$ cat src/rtl/des_pkg.sv
// Shared DES tables, permutation helpers and FSM state type.
package des_pkg;

    typedef enum logic [1:0] {IDLE, RUN, DONE} state_t;

    localparam int IP_T [64] = '{
        58,50,42,34,26,18,10,2, 60,52,44,36,28,20,12,4,
        62,54,46,38,30,22,14,6, 64,56,48,40,32,24,16,8,
        57,49,41,33,25,17,9,1,  59,51,43,35,27,19,11,3,
        61,53,45,37,29,21,13,5, 63,55,47,39,31,23,15,7};

    localparam int FP_T [64] = '{
        40,8,48,16,56,24,64,32, 39,7,47,15,55,23,63,31,
        38,6,46,14,54,22,62,30, 37,5,45,13,53,21,61,29,
        36,4,44,12,52,20,60,28, 35,3,43,11,51,19,59,27,
        34,2,42,10,50,18,58,26, 33,1,41,9,49,17,57,25};

    localparam int E_T [48] = '{
        32,1,2,3,4,5,     4,5,6,7,8,9,       8,9,10,11,12,13,    12,13,14,15,16,17,
        16,17,18,19,20,21, 20,21,22,23,24,25, 24,25,26,27,28,29, 28,29,30,31,32,1};

    localparam int P_T [32] = '{
        16,7,20,21,29,12,28,17, 1,15,23,26,5,18,31,10,
        2,8,24,14,32,27,3,9,    19,13,30,6,22,11,4,25};

    localparam int PC1_T [56] = '{
        57,49,41,33,25,17,9,1,  58,50,42,34,26,18,10,2,
        59,51,43,35,27,19,11,3, 60,52,44,36,
        63,55,47,39,31,23,15,7, 62,54,46,38,30,22,14,6,
        61,53,45,37,29,21,13,5, 28,20,12,4};

    localparam int PC2_T [48] = '{
        14,17,11,24,1,5,   3,28,15,6,21,10,   23,19,12,4,26,8,   16,7,27,20,13,2,
        41,52,31,37,47,55, 30,40,51,45,33,48, 44,49,39,56,34,53, 46,42,50,36,29,32};

    // Right-rotation amount before round n (index n-1); K16 comes straight from PC1.
    localparam int SHIFT_DEC [16] = '{0,1,2,2,2,2,2,2,1,2,2,2,2,2,2,1};

    // S-boxes flattened as row*16 + column.
    localparam int SBOX [8][64] = '{
        '{14,4,13,1,2,15,11,8,3,10,6,12,5,9,0,7,    0,15,7,4,14,2,13,1,10,6,12,11,9,5,3,8,
          4,1,14,8,13,6,2,11,15,12,9,7,3,10,5,0,    15,12,8,2,4,9,1,7,5,11,3,14,10,0,6,13},
        '{15,1,8,14,6,11,3,4,9,7,2,13,12,0,5,10,    3,13,4,7,15,2,8,14,12,0,1,10,6,9,11,5,
          0,14,7,11,10,4,13,1,5,8,12,6,9,3,2,15,    13,8,10,1,3,15,4,2,11,6,7,12,0,5,14,9},
        '{10,0,9,14,6,3,15,5,1,13,12,7,11,4,2,8,    13,7,0,9,3,4,6,10,2,8,5,14,12,11,15,1,
          13,6,4,9,8,15,3,0,11,1,2,12,5,10,14,7,    1,10,13,0,6,9,8,7,4,15,14,3,11,5,2,12},
        '{7,13,14,3,0,6,9,10,1,2,8,5,11,12,4,15,    13,8,11,5,6,15,0,3,4,7,2,12,1,10,14,9,
          10,6,9,0,12,11,7,13,15,1,3,14,5,2,8,4,    3,15,0,6,10,1,13,8,9,4,5,11,12,7,2,14},
        '{2,12,4,1,7,10,11,6,8,5,3,15,13,0,14,9,    14,11,2,12,4,7,13,1,5,0,15,10,3,9,8,6,
          4,2,1,11,10,13,7,8,15,9,12,5,6,3,0,14,    11,8,12,7,1,14,2,13,6,15,0,9,10,4,5,3},
        '{12,1,10,15,9,2,6,8,0,13,3,4,14,7,5,11,    10,15,4,2,7,12,9,5,6,1,13,14,0,11,3,8,
          9,14,15,5,2,8,12,3,7,0,4,10,1,13,11,6,    4,3,2,12,9,5,15,10,11,14,1,7,6,0,8,13},
        '{4,11,2,14,15,0,8,13,3,12,9,7,5,10,6,1,    13,0,11,7,4,9,1,10,14,3,5,12,2,15,8,6,
          1,4,11,13,12,3,7,14,10,15,6,8,0,5,9,2,    6,11,13,8,1,4,10,7,9,5,0,15,14,2,3,12},
        '{13,2,8,4,6,15,11,1,10,9,3,14,5,0,12,7,    1,15,13,8,10,3,7,4,12,5,6,11,0,14,9,2,
          7,11,4,1,9,12,14,2,0,6,10,13,15,3,5,8,    2,1,14,7,4,10,8,13,15,12,9,0,3,5,6,11}};

    // Output bit i takes input bit TABLE[i-1]; bit 1 is the MSB throughout.
    function automatic logic [1:64] ip_perm(input logic [1:64] x);
        logic [1:64] y;
        for (int i = 0; i < 64; i++) y[i+1] = x[IP_T[i]];
        return y;
    endfunction

    function automatic logic [1:64] fp_perm(input logic [1:64] x);
        logic [1:64] y;
        for (int i = 0; i < 64; i++) y[i+1] = x[FP_T[i]];
        return y;
    endfunction

    function automatic logic [1:48] e_expand(input logic [1:32] x);
        logic [1:48] y;
        for (int i = 0; i < 48; i++) y[i+1] = x[E_T[i]];
        return y;
    endfunction

    function automatic logic [1:32] p_perm(input logic [1:32] x);
        logic [1:32] y;
        for (int i = 0; i < 32; i++) y[i+1] = x[P_T[i]];
        return y;
    endfunction

    function automatic logic [1:56] pc1_perm(input logic [1:64] x);
        logic [1:56] y;
        for (int i = 0; i < 56; i++) y[i+1] = x[PC1_T[i]];
        return y;
    endfunction

    function automatic logic [1:48] pc2_perm(input logic [1:56] x);
        logic [1:48] y;
        for (int i = 0; i < 48; i++) y[i+1] = x[PC2_T[i]];
        return y;
    endfunction

    // Eight 6-to-4 lookups; row from the outer bits, column from the inner four.
    function automatic logic [1:32] sbox_sub(input logic [1:48] x);
        logic [1:32] y;
        logic [5:0]  b;
        int          idx;
        for (int j = 0; j < 8; j++) begin
            b   = x[6*j+1 +: 6];
            idx = int'({b[5], b[0]}) * 16 + int'(b[4:1]);
            y[4*j+1 +: 4] = 4'(SBOX[j][idx]);
        end
        return y;
    endfunction

endpackage

$ cat src/rtl/des_dec_round.sv
// One combinational DES decryption round: reverse key-schedule step plus Feistel update.
module des_dec_round
    import des_pkg::*;
(
    input  logic [1:32] l,
    input  logic [1:32] r,
    input  logic [1:28] c,
    input  logic [1:28] d,
    input  logic [1:0]  shift,
    output logic [1:32] l_next,
    output logic [1:32] r_next,
    output logic [1:28] c_next,
    output logic [1:28] d_next
);

    logic [1:48] subkey;

    // Walk the key schedule backwards: rotate C and D right by 0, 1 or 2.
    always_comb begin
        c_next = c;
        d_next = d;
        case (shift)
            2'd1: begin
                c_next = {c[28], c[1:27]};
                d_next = {d[28], d[1:27]};
            end
            2'd2: begin
                c_next = {c[27:28], c[1:26]};
                d_next = {d[27:28], d[1:26]};
            end
            default: ;
        endcase
    end

    assign subkey = pc2_perm({c_next, d_next});
    assign l_next = r;
    assign r_next = l ^ p_perm(sbox_sub(e_expand(r) ^ subkey));

endmodule

$ cat src/rtl/des_decrypt_iter.sv
// Iterative DES decryption core with valid/ready handshakes on both sides.
module des_decrypt_iter
    import des_pkg::*;
#(
    parameter int ROUNDS_PER_CYCLE = 1
) (
    input  logic        clk,
    input  logic        rst_n,
    input  logic        in_valid,
    output logic        in_ready,
    input  logic [1:64] in_data,
    input  logic [1:64] in_key,
    output logic        out_valid,
    input  logic        out_ready,
    output logic [1:64] out_data
);

    if (ROUNDS_PER_CYCLE != 1 && ROUNDS_PER_CYCLE != 2 && ROUNDS_PER_CYCLE != 4 &&
        ROUNDS_PER_CYCLE != 8 && ROUNDS_PER_CYCLE != 16) begin : g_bad_rpc
        $error("ROUNDS_PER_CYCLE must be 1, 2, 4, 8 or 16");
    end

    localparam int         R    = ROUNDS_PER_CYCLE;
    localparam logic [4:0] STEP = 5'(ROUNDS_PER_CYCLE);

    state_t      state;
    logic [4:0]  cnt;
    logic [1:32] l_reg, r_reg;
    logic [1:28] c_reg, d_reg;

    logic [1:32] l_ch [0:R];
    logic [1:32] r_ch [0:R];
    logic [1:28] c_ch [0:R];
    logic [1:28] d_ch [0:R];
    logic [1:64] ip_in;
    logic [1:56] pc1_key;

    assign ip_in    = ip_perm(in_data);
    assign pc1_key  = pc1_perm(in_key);
    assign in_ready = (state == IDLE);

    assign l_ch[0] = l_reg;
    assign r_ch[0] = r_reg;
    assign c_ch[0] = c_reg;
    assign d_ch[0] = d_reg;

    // Round chain; round index is the counter plus position in the chain.
    for (genvar k = 0; k < R; k++) begin : g_round
        logic [3:0] idx;
        assign idx = cnt[3:0] + 4'(k);
        des_dec_round u_round (
            .l      (l_ch[k]),
            .r      (r_ch[k]),
            .c      (c_ch[k]),
            .d      (d_ch[k]),
            .shift  (2'(SHIFT_DEC[idx])),
            .l_next (l_ch[k+1]),
            .r_next (r_ch[k+1]),
            .c_next (c_ch[k+1]),
            .d_next (d_ch[k+1])
        );
    end

    // Control FSM and datapath registers: load, iterate, hold result until taken.
    always_ff @(posedge clk or negedge rst_n) begin
        if (!rst_n) begin
            state     <= IDLE;
            cnt       <= '0;
            l_reg     <= '0;
            r_reg     <= '0;
            c_reg     <= '0;
            d_reg     <= '0;
            out_valid <= 1'b0;
            out_data  <= '0;
        end else begin
            case (state)
                IDLE: if (in_valid) begin
                    l_reg <= ip_in[1:32];
                    r_reg <= ip_in[33:64];
                    c_reg <= pc1_key[1:28];
                    d_reg <= pc1_key[29:56];
                    cnt   <= '0;
                    state <= RUN;
                end
                RUN: begin
                    l_reg <= l_ch[R];
                    r_reg <= r_ch[R];
                    c_reg <= c_ch[R];
                    d_reg <= d_ch[R];
                    cnt   <= cnt + STEP;
                    if (cnt + STEP == 5'd16) begin
                        // Final swap folded into the FP operand order.
                        out_data  <= fp_perm({r_ch[R], l_ch[R]});
                        out_valid <= 1'b1;
                        state     <= DONE;
                    end
                end
                DONE: if (out_ready) begin
                    out_valid <= 1'b0;
                    state     <= IDLE;
                end
                default: state <= IDLE;
            endcase
        end
    end

endmodule

$ cat config.mk
export PLATFORM = sky130hd
export DESIGN_NAME = des_decrypt_iter
export DESIGN_NICKNAME = d
export VERILOG_FILES = /design/src/rtl/des_pkg.sv /design/src/rtl/des_dec_round.sv /design/src/rtl/des_decrypt_iter.sv
export SDC_FILE = /design/constraint.sdc
export NUM_CORES = 1
export LEC_CHECK = 0
export CORE_ASPECT_RATIO = 0.5
export CORE_MARGIN = 2
export CORE_UTILIZATION = 66
export DETAILED_ROUTE_END_ITERATION = 12
export DONT_BUFFER_PORTS = 1
export HOLD_SLACK_MARGIN = 0.08
export PLACE_DENSITY = 0.86
export REMOVE_ABC_BUFFERS = 1
export SYNTH_ARGS = -nofsm -noshare
export SYNTH_HDL_FRONTEND = slang
export SYNTH_HIERARCHICAL = 1
export SYNTH_SLANG_ARGS = --single-unit
$ cat constraint.sdc
create_clock -name clk -period 5.56 [get_ports clk]
set_clock_uncertainty 0.15 [all_clocks]
set_input_delay 0.556 -clock clk [delete_from_list [all_inputs] [get_ports clk]]
set_output_delay 0.556 -clock clk [all_outputs]
set_load 0.03 [all_outputs]
After elaboration in Yosys (flattened, before gate mapping)
Memory sizes are Yosys's and may differ from the RTL's. Index checks and enable logic that the tools add are counted.

Register bits: 192. Output and inout port bits: 66. Input port bits: 132. Bits in read-only memories: 16896. Memories: 9.

Bitwise gates (word level): 11. Equal/unequal tests: 9. $lt $le $gt $ge: 9. Multiplexer cells: 37. Add/sub/neg operators: 9. Reduce and logical (&&, ||, !) cells: 8.

Memory list: (name not given) (depth 64, bits a word 32, read ports 1, clocked after memory_dff 0, write ports 0, line des_pkg.sv:103) `y[4*j+1 +: 4] = 4'(SBOX[j][idx]);`; (name not given) (depth 64, bits a word 32, read ports 1, clocked after memory_dff 0, write ports 0, line des_pkg.sv:103); (name not given) (depth 64, bits a word 32, read ports 1, clocked after memory_dff 0, write ports 0, line des_pkg.sv:103); (name not given) (depth 64, bits a word 32, read ports 1, clocked after memory_dff 0, write ports 0, line des_pkg.sv:103); (name not given) (depth 64, bits a word 32, read ports 1, clocked after memory_dff 0, write ports 0, line des_pkg.sv:103); (name not given) (depth 64, bits a word 32, read ports 1, clocked after memory_dff 0, write ports 0, line des_pkg.sv:103); +3 memories.

Operator list (count): 32-bit by 7-bit >= comparator with 1-bit output (second input constant) (8); 32-bit inverter (8); 28-bit case mux with 2 select lines (4); 32-bit case mux with 2 select lines (2); 32-bit two-way mux (2); 4-bit two-way mux (16); 6-bit by 4-bit adder with 7-bit output (8); 28-bit two-way mux (2); 48-bit XOR (1); 32-bit XOR (1); 2-bit two-way mux (5); 5-bit case mux with 2 select lines (1); 3-bit AND reduction (3); 2-bit inequality test (second input constant) (3); 2-bit case mux with 3 select lines (1); 5-bit by 1-bit adder with 5-bit output (second input constant) (1); 5-bit equality test (second input constant) (1); 5-bit >= comparator (second input constant) (1); 5-bit two-way mux (1); 4-bit inverter with 5-bit output (1); 2-bit by 1-bit equality test with 1-bit output (second input constant) (2); 2-bit equality test (second input constant) (2); 2-bit AND reduction (2); 2-bit nonzero test (2); other kinds (4) (5).

Longest topological paths before layout
Gate-level depths: netlist of the first run.

Depth in word-level cells: 14. Mapped depth: 23. Gate-level depth less buffers: 21.

Hierarchy
The synthesis of the first run kept the hierarchy.

By module, submodules not included: des_decrypt_iter (area each 8520.7 µm², sequential area each 4804.6 µm², cells an instance 712, instances 1); des_dec_round (area each 7314.5 µm², sequential area each 0.0 µm², cells an instance 1007, instances 1).

Worst setup path before layout of the first run
OpenSTA, ideal clock, no wires.

Path type: register -> register. Start: reg cnt[0]. End: reg out_data[30] in the netlist's numbering. Required time: 5.285 ns. Path slack: 1.198 ns. Clock period less this slack: 4.362 ns. Arrival time: 4.087 ns. Path buffers: 3. Cell stages (with the launch flop): 20. Path through: dfrtp_1 inv_1 ha_1 mux2i_1 nor2_1 a31oi_1 ha_1 buf_4 buf_4 a221o_1 o21ai_1 xor2_1 buf_2 ha_1 mux4_2 nor2b_1 a311oi_1 a21oi_1 xnor2_1 mux2_2.

RTL lines: start: declaration (line des_decrypt_iter.sv:27) `logic [4:0] cnt;`; start signal: assignment (line des_decrypt_iter.sv:90) `cnt <= cnt + STEP;`; end signal: assignment (line des_decrypt_iter.sv:93) `out_data <= fp_perm({r_ch[R], l_ch[R]});`; end: declaration (line des_decrypt_iter.sv:15) `output logic [1:64] out_data`.

==> results.md, run 1 <==
* Post-synthesis cell count at between 1500 and 2000
* RSZ-0062 raised after global routing: false
* Setup violators final at 0
* Total routed wirelength at between 40 and 50 mm
* Fin crit share at between 90% and 100%
* Total grt overflow at 0
* Min Tclk post-route at 5200 ps
* Largest net degree at the start of global routing at 243
* Avg Cell Area, Syn at roughly 9 µm²
* Largest stage delay on the critical path at 570 ps
* Routed Antenna Nets at 0
* Max Buffers Root-to-Sink at 2
* Drt drc at 0
* Hold wc startpoint: in_data[50]
* Worst R2R Setup Slack at about 360 ps
* First-pass GRT wire length at between 60 and 70 mm
* Most used DFF post-synth: dfrtp_1
* Buffers on Ports at 0
* Synth cell types at 79
* Io pins at 198
* Max reg flops at 64
* Hold WC Path Type: in -> reg
* Final count of pins violating max slew at 0
* Critical path cell sequence: inv_1 > ha_1 > mux2i_1 > o21ai_0 > inv_1 > ha_2 > buf_4 > a221o_1 > o21ai_1 > xnor2_1 > inv_2 > ha_1 > nor2_1 > mux2_2 > o22ai_1 > or4_1 > nand3_1 > xnor2_1 > mux2i_1 > o21ai_0
* Max Clk Rate at slightly below 200 MHz
* Setup bufs post-CTS at 0
* DIE WIDTH at ~220 µm
* Cell Count, Final, Fillers Out at slightly below 2000
* Slowest CP cell: xnor2_1
* Clock sink count at between 150 and 200
* CP Class: reg -> reg
* Syn Std Cell Area at 0.0158 mm²
* Critical Path RT at 5790 ps
* WL/cell at ~21 µm
* Commonest non-fill, non-tap cell in the layout: nand2_1
* Area of the multi-input gates at approximately 0.0099 mm²
* Die H at roughly 110 µm
* Worst hold stages at 2
* DRT Pass-1 Iters at 6
* Warnings from Yosys at 6
* Sink of the worst hold path: l_reg[2]
* Placed inst area at approximately 0.016 mm²
* Reg clk slew, reported paths at approximately 80 ps
* Post-synth EDFFs at 0
* Worst setup SP type: register
* CP Max Fanout at 34
* Number of global-route vias before repair at around 12000
* Crit end category: register
* Post-DP HPWL at a little under 30 mm
* Share of flip-flops with an asynchronous set or reset at between 90% and 100%
* Vias at roughly 13000
* Seq cells post-synth at 192
* Fin area at between 0.015 and 0.02 mm²
* Cells after DPL at around 1900
* R2R cell count at 20
* Row count at 40
* Register area at between 0.004 and 0.005 mm²
* # H-tree levels at 4
* Skew-Pair Late Insertion Delay at 460 ps
* Initial Util at 66.6%
* CP arrival at around 5400 ps
* Final nets at 1841
* Die area at between 0.02 and 0.03 mm²
* Initial antenna violation count at 0
* Core Area at about 0.024 mm²
* Final Wtd Congestion at 0.921
* Layout area overhead at 3.47%
* Vias per std cell at around 6.6
* Outcome: complete, no violations
* Antenna diode count at 0
* CTS tree: yes
* Most frequent cells in the layout: 198 x nand2_1, 192 x dfrtp_1, 175 x o21ai_0
* Root Driver: clkbuf_16
* Max Cap Viol at 0
* Reg2reg start: cnt[1]
* Worst slew margin at between 20% and 30%
* Share of cells above drive strength 1 at between 10% and 20%
* Num CTS Buffers at 17
* DRT iter0 DRCs at approximately 1300
* Worst flop-to-flop path endpoint: r_reg[2]
* Sequential fraction of the synthesis area at 30.3%
* Total of fill cells in the finished design at about 1800
* Total Routing Usage GR at around 33%
* Least-Margin Pin Slew at 1180 ps
* Hold Fails Final Rpt at 0
==> synth_stat cells (all sizes together) (9+ instances only) <==
cell	n	area share (%)
nor2	74	1.8
xnor2	77	4.9
o211ai	29	1.4
o22ai	11	0.43
nand3	24	0.76
inv	82	1.9
a2111oi	9	0.58
mux4	9	1.3
o21ai	228	7.7
a21oi	46	1.5
a22oi	18	0.85
xor2	46	3.2
a211oi	17	0.81
ha	69	5.5
clkbuf	35	0.83
o2111ai	12	0.66
dfrtp	192	30
mux2i	174	11
mux2	71	5.9
nor3	28	0.96
nand2	198	4.7
a31oi	15	0.59
a221o	42	2.7
buf	110	4.7
==> stage by stage <==
step | TNS (ps) | utilization [%] | hold WS [ps] | setup slack [ps]
finish | 0 | 68.9 | 142 | 362
global route | 0 | 68.9 | 142 | 5.08
CTS | 0 | 68.9 | 129 | 373
detailed placement | 0 | 66.2 | 115 | 374
global placement | 0 | 66.2 | 115 | 626
floorplan | -424310 | - | 110 | -3500
==> how the worst max path moves through the flow <==
stage	slack, ps	end	from
final	360	r_reg[2]	cnt[1]
after global routing	5	r_reg[2]	cnt[1]
after CTS	370	r_reg[29]	cnt[0]
after detailed placement	370	r_reg[29]	cnt[0]
after global placement	630	r_reg[29]	cnt[0]
after floorplan	-3500	c_reg[10]	state[0]
==> per-layer routing <==
| metal | up-vias | share of wire [%] | global-route usage (%) |
|---|---|---|---|
| li1 | 5996 | - | - |
| met1 | 6348 | 42 | 43.3 |
| met2 | 529 | 47 | 53.4 |
| met3 | 67 | 8.7 | 9.25 |
| met4 | 0 | 2.3 | 10.1 |
| met5 | - | 0 | 0 |
==> cells by family (layout without fill, tap and decap cells) <==
| kind of cell | Yosys count | after routing | synth area share (%) |
|---|---|---|---|
| buffers and inverters | 230 | 163 | 7.55 |
| xor gates and xnor gates | 123 | 123 | 8.11 |
| DFF | 192 | 192 | 30.3 |
| AOI/OAI and AO/OA | 482 | 482 | 20.2 |
| and+or+nand+nor | 368 | 368 | 10.0 |
| muxes | 254 | 254 | 18.2 |
| adders and majority gates | 70 | 70 | 5.52 |
==> cell type report <==
type | count | area share [%]
tap | 315 | 2.41
sequential | 192 | 29.3
clock buffer | 18 | 2.68
timing repair buffer | 47 | 2.52
inverter | 85 | 1.97
multi-input combinational | 1297 | 60.2
clock inverter | 13 | 0.909
==> what timing repair did <==
item / CTS / global route
resized for setup: 0 / 2
hold endpoints to repair: 192 / 0
setup endpoints to repair: 0 / 5
hold buffers: 2 / 0
==> worst max-delay path: cells and delay by family (launching register included) <==
family          cells  cell delay, ps
fa+ha+maj           3            1020
xor+xnor            2             750
flops               1             450
simple gates        3             810
buf+inv             4             840
compound gates      5             730
mux                 3             360
Power of run 1 is left out: the tool's default activity adds up to more than one toggle a clock period on the data nets, which glitch-free logic cannot reach.
==> run 2, diff against run 1 <==
- TNS_END_PERCENT: default -> 10
==> results of run 2 <==
The final DEF is identical to that of run 1; final timing and power are the same.
Power of run 2 is left out for the same reason.
